$ cat config.mk
export PLATFORM = sky130hd
export DESIGN_NAME = game_ctrl
export DESIGN_NICKNAME = d
export VERILOG_FILES = /design/src/rtl/game_pkg.sv /design/src/rtl/lfsr10.sv /design/src/rtl/game_ctrl.sv
export SDC_FILE = /design/constraint.sdc
export NUM_CORES = 1
export LEC_CHECK = 0
export ABC_AREA = 1
export CELL_PAD_IN_SITES_DETAIL_PLACEMENT = 1
export CELL_PAD_IN_SITES_GLOBAL_PLACEMENT = 1
export CORE_UTILIZATION = 38
export DETAILED_ROUTE_END_ITERATION = 16
export PLACE_DENSITY_LB_ADDON = 0.15
export REMOVE_ABC_BUFFERS = 1
export SKIP_LAST_GASP = 1
export SLEW_MARGIN = 20
export SYNTH_ARGS = -nofsm -noshare
export SYNTH_HDL_FRONTEND = slang
export SYNTH_SLANG_ARGS = --single-unit
$ cat constraint.sdc
create_clock -name clk -period 2 [get_ports clk]
set_input_delay 0.4 -clock clk [delete_from_list [all_inputs] [get_ports clk]]
set_output_delay 0.4 -clock clk [all_outputs]
set_load 0.005 [all_outputs]
$ cat src/rtl/game_pkg.sv
// Shared definitions for the catch-the-ball game controller: state encoding,
// LFSR seed and the LFSR step function.
package game_pkg;

    typedef enum logic [2:0] {
        IDLE  = 3'd0,
        SPAWN = 3'd1,
        PLAY  = 3'd2,
        CHECK = 3'd3,
        OVER  = 3'd4
    } state_t;

    localparam logic [9:0] LFSR_SEED = 10'h2A5;
    localparam logic [7:0] SCORE_MAX = 8'd255;

    // x^10 + x^7 + 1, shift-left Fibonacci form; maximal length, so a
    // non-zero seed never reaches the all-zero lock-up state.
    function automatic logic [9:0] lfsr_next(input logic [9:0] q);
        return {q[8:0], q[9] ^ q[6]};
    endfunction

endpackage

$ cat src/rtl/lfsr10.sv
// Free-running 10-bit LFSR used to pick the ball spawn column.
module lfsr10
    import game_pkg::*;
(
    input  logic       clk,
    input  logic       reset,
    output logic [9:0] q
);

    always_ff @(posedge clk or posedge reset) begin
        if (reset) begin
            q <= LFSR_SEED;
        end else begin
            q <= lfsr_next(q);
        end
    end

endmodule

$ cat src/rtl/game_ctrl.sv
// Game sequencer: spawns a ball at a pseudo-random column, drops it one row
// per tick and scores a catch or a miss against the paddle at the floor row.
//
// state | meaning
// IDLE  | after reset, waiting for start
// SPAWN | one cycle: load new ball column, row 0
// PLAY  | ball falls one row per tick
// CHECK | one cycle: compare ball against paddle, pulse hit or miss
// OVER  | no lives left, ball and score frozen until start
module game_ctrl
    import game_pkg::*;
#(
    parameter int PADDLE_W    = 64,
    parameter int FLOOR_Y     = 440,
    parameter int START_LIVES = 3
) (
    input  logic       clk,
    input  logic       reset,
    input  logic       start,
    input  logic       tick,
    input  logic [9:0] x_paddle,
    output logic [9:0] x_ball,
    output logic [9:0] y_ball,
    output logic [7:0] score,
    output logic [1:0] lives,
    output logic       run,
    output logic       hit,
    output logic       miss,
    output logic [2:0] state
);

    localparam logic [9:0]  FLOOR_ROW  = 10'(FLOOR_Y);
    localparam logic [1:0]  LIVES_INIT = 2'(START_LIVES);
    localparam logic [10:0] PAD_WIDTH  = 11'(PADDLE_W);

    state_t      st;
    logic [9:0]  lfsr_q;
    logic [9:0]  spawn_x;
    logic [9:0]  y_next;
    logic [1:0]  lives_dec;
    logic [10:0] ball_w;
    logic [10:0] pad_lo;
    logic [10:0] pad_hi;
    logic        caught;

    lfsr10 u_lfsr (
        .clk   (clk),
        .reset (reset),
        .q     (lfsr_q)
    );

    // Top bit cleared keeps the spawn column inside 0..511.
    assign spawn_x   = lfsr_q & 10'h1FF;
    assign y_next    = y_ball + 10'd1;
    assign lives_dec = lives - 2'd1;

    // 11-bit compare so paddle positions near 1023 cannot wrap past zero.
    always_comb begin
        ball_w = {1'b0, x_ball};
        pad_lo = {1'b0, x_paddle};
        pad_hi = pad_lo + PAD_WIDTH;
        caught = (ball_w >= pad_lo) && (ball_w < pad_hi);
    end

    assign hit   = (st == CHECK) && caught;
    assign miss  = (st == CHECK) && !caught;
    assign state = st;

    always_ff @(posedge clk or posedge reset) begin
        if (reset) begin
            st     <= IDLE;
            x_ball <= '0;
            y_ball <= '0;
            score  <= '0;
            lives  <= '0;
            run    <= 1'b0;
        end else begin
            case (st)
                IDLE, OVER: begin
                    if (start) begin
                        score <= '0;
                        lives <= LIVES_INIT;
                        st    <= SPAWN;
                        run   <= 1'b1;
                    end
                end
                SPAWN: begin
                    x_ball <= spawn_x;
                    y_ball <= '0;
                    st     <= PLAY;
                end
                PLAY: begin
                    if (tick) begin
                        y_ball <= y_next;
                        if (y_next == FLOOR_ROW) begin
                            st <= CHECK;
                        end
                    end
                end
                CHECK: begin
                    if (caught) begin
                        if (score != SCORE_MAX) begin
                            score <= score + 8'd1;
                        end
                        st <= SPAWN;
                    end else begin
                        lives <= lives_dec;
                        if (lives_dec == 2'd0) begin
                            st  <= OVER;
                            run <= 1'b0;
                        end else begin
                            st <= SPAWN;
                        end
                    end
                end
                default: begin
                    st  <= IDLE;
                    run <= 1'b0;
                end
            endcase
        end
    end

endmodule

==> metrics, run 1 <==
post-layout net count 414; PortBufs 48; Final Wtd Congestion 0.741; Row Count 29; CP endpoint kind output port; Initial Utilization 39.3%; placed inst area 3210 sq um; Synth area leader dfrtp_1; root buf cell clkbuf_8; clk buf depth 2; Final setup viols 2; fill count 758; sequential area share after synthesis 43.3%; Psw 0.00110 W; CTS tree done; DR iter-0 viols 50; antenna fix cells 0; synth top area cells dfrtp_1, nand2_1, ha_1; RSZ-0062 raised after global routing true; htree depth 2; final worst-path cycle share 113%; initial antenna violation count 0; DRC 0; peak supply drop 0.387 mV; status finished with violations; Critical Path RT 1600 ps; Post-Syn Instances 308; half-perimeter wire length after detailed placement 4.69 mm; first-pass GRT wire length 11.3 mm; top cell type's share of synthesized area 38.1%; first-pass iteration count of the detailed router 4; final wirelength 6.53 mm; worst-path fanout max 3; Cell variety after synth 35; Final Max Tran Viols 0; Sequential Power Share 36.9%; WL per Instance 14.1 microns; # IOs 50; CP arrival 1860 ps; clock skew 6.02 ps; Sw Ratio 39.1%; Post-Syn Area 2500 sq um; CTS Sinks 43; failing checks setup timing; die area 6900 sq um; Reg clk slew, reported paths 90 ps; commonest non-fill, non-tap cell in the layout nand2_1; TritonCTS Buffers 5; Power Density 793 nW/um^2; Setup CP Type flop to output port; most frequent cells in the layout nand2_1, dfrtp_1, clkdlybuf4s50_1; max-cap violations 0; vias 2309; layout cell share with drive strength beyond 1 30.1%; Die X 83.1 microns; Die Y 83.1 microns; Static Leak 1.68 nW; Vias/cell 5.00; crit path time final 2260 ps; design area 3560 sq um; largest net degree at the start of global routing 44; Final Hold Viols 0; fmax 0.443 GHz; total grt overflow 0; Final Core Density 56.1%; Finished Layout Cells 462; #FFs+latches synth 43; vias in the first global route 2429; Combinational Power Share 42.2%; YS warnings 0; Layout area overhead 42.5%; Clock Power Share 20.9%; dpl cells 450; clock insertion delay at the later pin of the skew report 300 ps; Power Internal 0.00172 W; min-delay worst type flop to flop; Setup WS post-layout -257 ps; startpoint types flop; Mean Syn Cell Area 8.11 sq um; total track usage 20.2%; Core ar. 6350 sq um; Antenna Nets Post-Route 0
==> per-stage QoR <==
stage | hold WS, ps | setup slack [ps] | TNS (ps) | power (W)
floorplan | 354 | 78.1 | 0 | 0.00169
global placement | 360 | -990 | -8500 | 0.00216
detailed placement | 367 | -1010 | -9130 | 0.00220
CTS | 390 | -247 | -450 | 0.00281
global route | 397 | -345 | -634 | 0.00303
finish | 386 | -257 | -477 | 0.00282
==> final timing paths <==
path,start,slack [ps],endpoint,cells after the start
worst max register to register,x_ball[3]$_DFFE_PP0P_,130,score[3]$_DFFE_PP0P_,12
worst max-delay path,x_ball[3]$_DFFE_PP0P_,-260,hit,9
worst min register to register,u_lfsr.q[4]$_DFF_PP0_,390,u_lfsr.q[5]$_DFF_PP1_,0
max in group asynchronous,reset,1280,u_lfsr.q[9]$_DFF_PP1_,3
min in group asynchronous,reset,450,x_ball[1]$_DFFE_PP0P_,3
worst min-delay path,u_lfsr.q[4]$_DFF_PP0_,390,u_lfsr.q[5]$_DFF_PP1_,0
==> power by group through the flow <==
stage                     Combinational [W]  Clock [W]  Sequential (W)
after CTS                           0.00117   0.000605         0.00104
after global routing                0.00132   0.000644         0.00106
after floorplan                    0.000635          0         0.00106
after detailed placement            0.00114          0         0.00106
final                               0.00119   0.000590         0.00104
after global placement              0.00112          0         0.00105
==> timing repair <==
item	in CTS	in global routing
hold buffers	0	0
buffers inserted	3	1
resized for setup	66	15
setup endpoints to repair	15	13
pin swaps	24	10
==> critical path: stages, from the launching register on <==
cell and delay (ps):
dfrtp_1 440, ha_4 300, nand2_1 70, nor2_2 130, nand3_2 80, nand3_2 100
buf_6 90, nand4_1 150, inv_2 90, buf_2 110
==> layer usage <==
layer / track usage (%) / vias up / wire length, microns
li1: - / 1138 / -
met1: 25.4 / 1121 / 2940
met2: 35.8 / 40 / 3310
met3: 3.08 / 10 / 186
met4: 6.11 / 0 / 87
met5: 0 / - / 0
==> synth_stat cells <==
cell and number:
nor3_1 3, nand2_1 87, xnor2_1 1, nor2_1 20, o211a_4 1, o31ai_1 1, conb_1 1, buf_6 1
or2_1 4, o22ai_1 5, nand2_2 4, ha_1 16, dfstp_2 5, buf_2 1, nand3_1 23, buf_12 1
a21oi_1 9, inv_2 2, buf_4 1, inv_1 41, dfrtp_1 38, clkinv_1 1, or2_2 3, o21ai_0 4
nor3_2 2, nand4_1 6, o21ai_2 7, a31o_2 1, nand3_2 1, xor2_1 6, clkbuf_1 2, o32ai_1 1
nand2_4 3, o21ai_1 5, nor2_2 1
==> final cells by class <==
class / count / area, sq um / share of cell area, %
flip-flops and latches: 43 / 1080 / 30.4
clock buffers: 5 / 68.8 / 1.93
inverters: 44 / 165 / 4.64
clock inverters: 3 / 26.3 / 0.738
repair buffers: 75 / 679 / 19.1
well taps: 77 / 96.3 / 2.71
multi-input cells: 215 / 1440 / 40.5
==> sequential cells by signal (all words and copies together), names as in the netlist <==
register,count
y_ball,10
u_lfsr.q,10
score,8
state,3
x_ball,9
lives,2
run,1
==> logic make-up after synthesis <==
kind of cell	share of synthesized area, %
simple gates	28.4
buf+inv	8.67
flops	43.3
compound gates	9.02
fa+ha+maj	8.02
xor+xnor	2.45
other cells	0.150
No activity file was read; power rests on OpenSTA's default activity.
==> run 2: changes to the inputs <==
--- a/config.mk
+++ b/config.mk
@@ -8,11 +8,11 @@
 export ABC_AREA = 1
 export CELL_PAD_IN_SITES_DETAIL_PLACEMENT = 1
 export CELL_PAD_IN_SITES_GLOBAL_PLACEMENT = 1
+export CORE_MARGIN = 3
 export CORE_UTILIZATION = 38
 export DETAILED_ROUTE_END_ITERATION = 16
 export PLACE_DENSITY_LB_ADDON = 0.15
 export REMOVE_ABC_BUFFERS = 1
-export SKIP_LAST_GASP = 1
 export SLEW_MARGIN = 20
 export SYNTH_ARGS = -nofsm -noshare
 export SYNTH_HDL_FRONTEND = slang
==> constraint.sdc (replaced) <==
create_clock -name clk -period 2.5 [get_ports clk]
set_input_delay 0.5 -clock clk [delete_from_list [all_inputs] [get_ports clk]]
set_output_delay 0.5 -clock clk [all_outputs]
set_load 0.005 [all_outputs]
==> run 2 against run 1 <==
Wire length rose by 2.0%. Combinational power fell by 27%. Highest routed layer unchanged. Largest power group unchanged. Sequential share of layout area rose by 1.5 points. Clock skew rose by 3.5 ps. Clock-buffer cell count did not move. Via count fell by 2.8%. Core utilization fell by 0.65 points. Cell area fell by 4.6%. The flow now finishes without violations. Worst setup slack improved by 390 ps. Non-clock buffer count fell by 10. Clock power rose by 11%. Flip-flop and latch count did not move. Largest cell class unchanged.
==> metrics, run 2 (synthesis gave the netlist of run 1 again) <==
status completed; Setup CP Type input port to output port; # IOs 50 (unchanged); Layout area overhead 36.0%; DR iter-0 viols 60 (+20%); design area 3400 sq um (-4.6%); worst hold slack 384 ps (-1.95 ps); layout cell share with drive strength beyond 1 22.7% (-7.5 points); reg2reg end score[2]$_DFFE_PP0P_; crit path time final 2370 ps; Critical Path RT 2000 ps (+400 ps); die area 7580 sq um (+9.9%); max incr delay on CP 290 ps (-150 ps); total track usage 18.6% (-1.6 points); Vias/cell 4.99 (-0.22%); CP Cell Sequence buf_4, ha_4, xnor2_2, ha_1, a21oi_1, or2_1, nand4_1, inv_2, buf_2; Clock Power Share 27.6% (+6.7 points); antenna fix cells 0 (unchanged); final worst-path cycle share 94.8%; placed inst area 3110 sq um (-3.0%); Power Internal 0.00152 W (-12%); area of the multi-input gates 1330 sq um (-7.4%); CP arrival 1870 ps (about the same); min-delay worst type flop to flop; largest net degree at the start of global routing 44 (unchanged); clock skew 9.55 ps (+3.53 ps); vias in the first global route 2327 (-4.2%); Worst-Margin Slew 565 ps; Final Core Density 55.4% (-0.65 points); first-pass iteration count of the detailed router 4 (unchanged); clock insertion delay at the later pin of the skew report 300 ps (about the same); Reg area 1080 sq um (unchanged); worst-path fanout max 5 (+2); root buf cell clkbuf_8; WL per Instance 14.8 microns (+4.8%); Sequential Power Share 35.8% (-1.1 points); DRC 0 (unchanged); CTS tree done; clk buf depth 2 (unchanged); Row Count 28 (-3.4%); fmax 0.422 GHz; initial antenna violation count 0 (unchanged); total power draw 0.00237 W (-16%); Sw Ratio 36.0% (-3.1 points); final wirelength 6.66 mm (+2.0%); TritonCTS Buffers 5 (unchanged); Final Max Tran Viols 0 (unchanged); Critical Path Source x_paddle[6]; Final Wtd Congestion 0.770 (+3.8%); Die X 87.1 microns (+4.8%); register-to-register path setup slack 470 ps (+340 ps); half-perimeter wire length after detailed placement 4.72 mm (+0.73%); most frequent cells in the layout nand2_1, dfrtp_1, clkdlybuf4s50_1; Combinational Power Share 36.6% (-5.6 points); largest registers u_lfsr.q: 10 flops, y_ball: 10 flops, x_ball: 9 flops; Final setup viols 0 (-2); fill count 744 (-1.8%); Power Density 699 nW/um^2 (-12%); setup TNS 0 ps (+477 ps); peak supply drop 0.455 mV (+18%); Final Hold Viols 0 (unchanged); total grt overflow 0 (unchanged); critical path endpoint hit; Relative slew margins 62.4%; startpoint types input port; Initial Utilization 40.7% (+1.4 points); Die Y 87.1 microns (+4.8%); CTS Sinks 43 (unchanged); PortBufs 48 (unchanged); htree depth 2 (unchanged); commonest non-fill, non-tap cell in the layout nand2_1; CP endpoint kind output port; max-cap violations 0 (unchanged); Core ar. 6130 sq um (-3.4%); Reg clk slew, reported paths 80 ps (about the same); Static Leak 1.64 nW (-2.3%); post-layout net count 404 (-2.4%); vias 2244 (-2.8%); Psw 0.000854 W (-23%); Antenna Nets Post-Route 0 (unchanged); CTS Hold Bufs 0 (unchanged); Reg2Reg Depth 13 (+1); RR Startpoint x_ball[3]$_DFFE_PP0P_; first-pass GRT wire length 11.1 mm (-2.1%); slowest cell on the critical path ha_1
run 2: cell type report:
| type | instances | share of cell area [%] |
|---|---|---|
| well taps | 75 | 2.76 |
| multi-input cells | 215 | 39.3 |
| flip-flops and latches | 43 | 31.9 |
| clock inverters | 3 | 1.99 |
| clock buffers | 5 | 2.03 |
| inverters | 44 | 4.86 |
| repair buffers | 65 | 17.2 |
run 2: how the worst min path moves through the flow:
stage | startpoint | endpoint | cells after the start
6_report | u_lfsr.q[8]$_DFF_PP0_ | u_lfsr.q[9]$_DFF_PP1_ | 0
3_3_place_gp | u_lfsr.q[8]$_DFF_PP0_ | u_lfsr.q[9]$_DFF_PP1_ | 0
5_1_grt | u_lfsr.q[8]$_DFF_PP0_ | u_lfsr.q[9]$_DFF_PP1_ | 0
3_5_place_dp | u_lfsr.q[1]$_DFF_PP0_ | u_lfsr.q[2]$_DFF_PP1_ | 0
2_1_floorplan | u_lfsr.q[3]$_DFF_PP0_ | u_lfsr.q[4]$_DFF_PP0_ | 0
4_1_cts | u_lfsr.q[8]$_DFF_PP0_ | u_lfsr.q[9]$_DFF_PP1_ | 0
run 2: what timing repair did:
item / 4_1_cts / 5_1_grt
gates resized for setup: 43 / 14
setup buffers: 2 / 3
endpoints found under the hold margin: 0 / 0
endpoints found under the setup margin: 2 / 2
pin swaps: 16 / 14
cloned: 0 / 0
run 2: power by group through the flow:
stage	clock, W	combinational [W]	sequential [W]
finish	0.000654	0.000869	0.000851
detailed placement	0	0.000856	0.000864
floorplan	0	0.000508	0.000848
global route	0.000704	0.000983	0.000864
CTS	0.000668	0.000881	0.000852
global placement	0	0.000833	0.000860
run 2: worst max-delay path: cells and delay by family:
kind | cells | cell delay [ps]
xor+xnor | 1 | 130
compound gates | 1 | 110
buf+inv | 3 | 360
simple gates | 2 | 310
fa+ha+maj | 2 | 460
run 2: per-layer routing:
| layer | up-vias | routed length, microns | global-route usage, % | share of wire (%) |
|---|---|---|---|---|
| met3 | 10 | 187 | 2.93 | 2.8 |
| li1 | 1112 | - | - | - |
| met5 | - | 0 | 0 | 0 |
| met1 | 1084 | 2990 | 24.3 | 45 |
| met2 | 38 | 3350 | 31.5 | 50 |
| met4 | 0 | 130 | 5.95 | 2.0 |
run 2: through the flow:
stage | std cells | setup WS (ps)
3_5_place_dp | 437 | -739
5_1_grt | 450 | -0.513
4_1_cts | 447 | 3.68
6_report | 450 | 130
3_3_place_gp | 437 | -711
2_1_floorplan | 302 | 378
==> run 3: changes to the inputs <==
--- a/config.mk
+++ b/config.mk
@@ -6,13 +6,14 @@
 export NUM_CORES = 1
 export LEC_CHECK = 0
 export ABC_AREA = 1
-export CELL_PAD_IN_SITES_DETAIL_PLACEMENT = 1
-export CELL_PAD_IN_SITES_GLOBAL_PLACEMENT = 1
+export CELL_PAD_IN_SITES_DETAIL_PLACEMENT = 0
+export CELL_PAD_IN_SITES_GLOBAL_PLACEMENT = 2
 export CORE_MARGIN = 3
-export CORE_UTILIZATION = 38
+export CORE_UTILIZATION = 30
 export DETAILED_ROUTE_END_ITERATION = 16
 export PLACE_DENSITY_LB_ADDON = 0.15
 export REMOVE_ABC_BUFFERS = 1
+export SKIP_CTS_REPAIR_TIMING = 1
 export SLEW_MARGIN = 20
 export SYNTH_ARGS = -nofsm -noshare
 export SYNTH_HDL_FRONTEND = slang
==> run 3 against run 2 <==
Cell area is 1.7% higher. Critical path depth stayed put. Wire length is 11% lower. Clock-buffer cell count stayed put. Core utilization is 12 points lower. First-iteration DRC count is 1.7% higher. Sequential power is 0.9% lower. Fmax is 0.45% lower. Critical endpoint unchanged. Largest power group unchanged.
==> metrics, run 3 (synthesis gave the netlist of run 1 again) <==
status completed; Worst path top cell family by delay adder cells; DRC 0 (unchanged); Initial Utilization 31.7% (-9.1 points); WL per Instance 12.4 microns (-16%); most frequent cells in the layout nand2_1, dfrtp_1, clkdlybuf4s50_1; post-layout net count 405 (+0.25%); clock insertion delay at the later pin of the skew report 300 ps (about the same); TritonCTS Buffers 5 (unchanged); RR Startpoint x_ball[8]$_DFFE_PP0P_; WP depth 9 (unchanged); area of the multi-input gates 1350 sq um (+0.94%); Critical Path Source x_paddle[7]; Setup WS post-layout 119 ps (-10.6 ps); final worst-path cycle share 95.2% (+0.43 points); RSZ-0062 raised after global routing false; Static Leak 1.68 nW (+2.6%); total grt overflow 0 (unchanged); design area 3460 sq um (+1.7%); reg2reg end lives[0]$_DFFE_PP0P_; Buf+Inv Stages, Crit Path 3 (unchanged); clk buf depth 2 (unchanged); Reg2Reg Depth 10 (-3); final wirelength 5.94 mm (-11%); max-cap violations 0 (unchanged); fill count 805 (+8.2%); dpl cells 469 (+7.3%); max incr delay on CP 310 ps (+20 ps); vias 2137 (-4.8%); layout cell share with drive strength beyond 1 23.4% (+0.74 points); Critical Path RT 2000 ps (about the same); clock skew 6.41 ps (-3.14 ps); CP Cell Sequence buf_6, ha_4, xnor2_2, ha_1, a21oi_1, or2_1, nand4_1, inv_2, clkbuf_2; CTS tree done; initial antenna violation count 0 (unchanged); Power Density 624 nW/um^2 (-11%); worst hold slack 383 ps (-1.72 ps); CTS Sinks 43 (unchanged); fmax 0.420 GHz (-0.45%); Die X 97.2 microns (+12%); startpoint types input port; min-delay worst type flop to flop; Reg clk slew, reported paths 80 ps (about the same); antenna fix cells 0 (unchanged); Row Count 32 (+14%); CP endpoint kind output port; largest net degree at the start of global routing 44 (unchanged); htree depth 2 (unchanged); die area 9460 sq um (+25%); Setup CP Type input port to output port; total track usage 13.0% (-5.7 points); Antenna Nets Post-Route 0 (unchanged); slowest cell on the critical path ha_1; PortBufs 48 (unchanged); vias in the first global route 2188 (-6.0%); critical hold path startpoint u_lfsr.q[1]$_DFF_PP0_; root buf cell clkbuf_8; Reg area 1080 sq um (-0.12%); Finished Layout Cells 478 (+6.2%); largest registers u_lfsr.q: 10 flops, y_ball: 10 flops, x_ball: 9 flops; DP Worst Slack -729 ps (+9.58 ps); critical path endpoint hit; first-pass GRT wire length 10.2 mm (-7.8%); placed inst area 3190 sq um (+2.7%); commonest non-fill, non-tap cell in the layout nand2_1; Vias/cell 4.47 (-10%); CP arrival 1880 ps (about the same); # IOs 50 (unchanged); Die Y 97.2 microns (+12%); Core ar. 7890 sq um (+29%); Final Hold Viols 0 (unchanged); DR iter-0 viols 61 (+1.7%); half-perimeter wire length after detailed placement 4.39 mm (-7.1%); Layout area overhead 38.4%; Final setup viols 0 (unchanged); Final Core Density 43.8% (-12 points); crit path time final 2380 ps (+10.6 ps); first-pass iteration count of the detailed router 4 (unchanged); Final Max Tran Viols 0 (unchanged); register-to-register path setup slack 680 ps (+210 ps); Final Wtd Congestion 0.738 (-4.1%); worst-path fanout max 3 (-2); peak supply drop 0.330 mV (-28%)
-- run 3: cell types whose count changed in the layout (fill, tap and decap cells not counted), sizes merged --
cell	delta
clkinv	+1
clkdlybuf4s50	+1
buf	-1
dlygate4sd2	-5
dlymetal6s2s	+6
clkinvlp	+1
bufinv	-2
-- run 3: worst min-delay path by stage --
stage / to / slack [ps] / depth (start not counted)
floorplan: u_lfsr.q[4]$_DFF_PP0_ / 350 / 0
global placement: u_lfsr.q[9]$_DFF_PP1_ / 360 / 0
detailed placement: u_lfsr.q[2]$_DFF_PP1_ / 360 / 0
CTS: u_lfsr.q[2]$_DFF_PP1_ / 390 / 0
global route: u_lfsr.q[2]$_DFF_PP1_ / 390 / 0
finish: u_lfsr.q[2]$_DFF_PP1_ / 380 / 0
-- run 3: per-layer routing --
metal,vias to the layer above,GRT usage (%),part of all wire (%)
met5,-,0,0
met4,0,3.83,1.2
met3,8,2.51,3.3
met2,34,20.2,46
met1,984,18.3,50
li1,1111,-,-
-- run 3: layout make-up --
cell class | instances | area share (%)
clock inverters | 3 | 0.579
clock buffers | 5 | 1.99
flip-flops and latches | 43 | 31.3
inverters | 44 | 4.78
well taps | 102 | 3.69
repair buffers | 66 | 18.7
multi-input cells | 215 | 39.0
-- run 3: per-stage QoR --
step	TNS, ps	power, W
2_1_floorplan	0	0.00136
3_3_place_gp	-3010	0.00173
3_5_place_dp	-3230	0.00173
4_1_cts	-1440	0.00219
5_1_grt	0	0.00235
6_report	0	0.00216
-- run 3: power by group --
part,switching [W],internal [W],leakage [nW]
registers,0.0000783,0.000765,0.569
clock network,0.000253,0.000195,0.0402
logic,0.000497,0.000369,1.07
-- run 3: worst reg2reg max path, stage by stage (launching register included) --
cell and delay [ps]:
dfrtp_1 430, ha_1 290, nand2_1 90, nor2_2 140, nand3_2 100, nand3_2 80, nand4_1 170, buf_4 190
nand2_1 130, nand2_1 70, o21ai_1 70
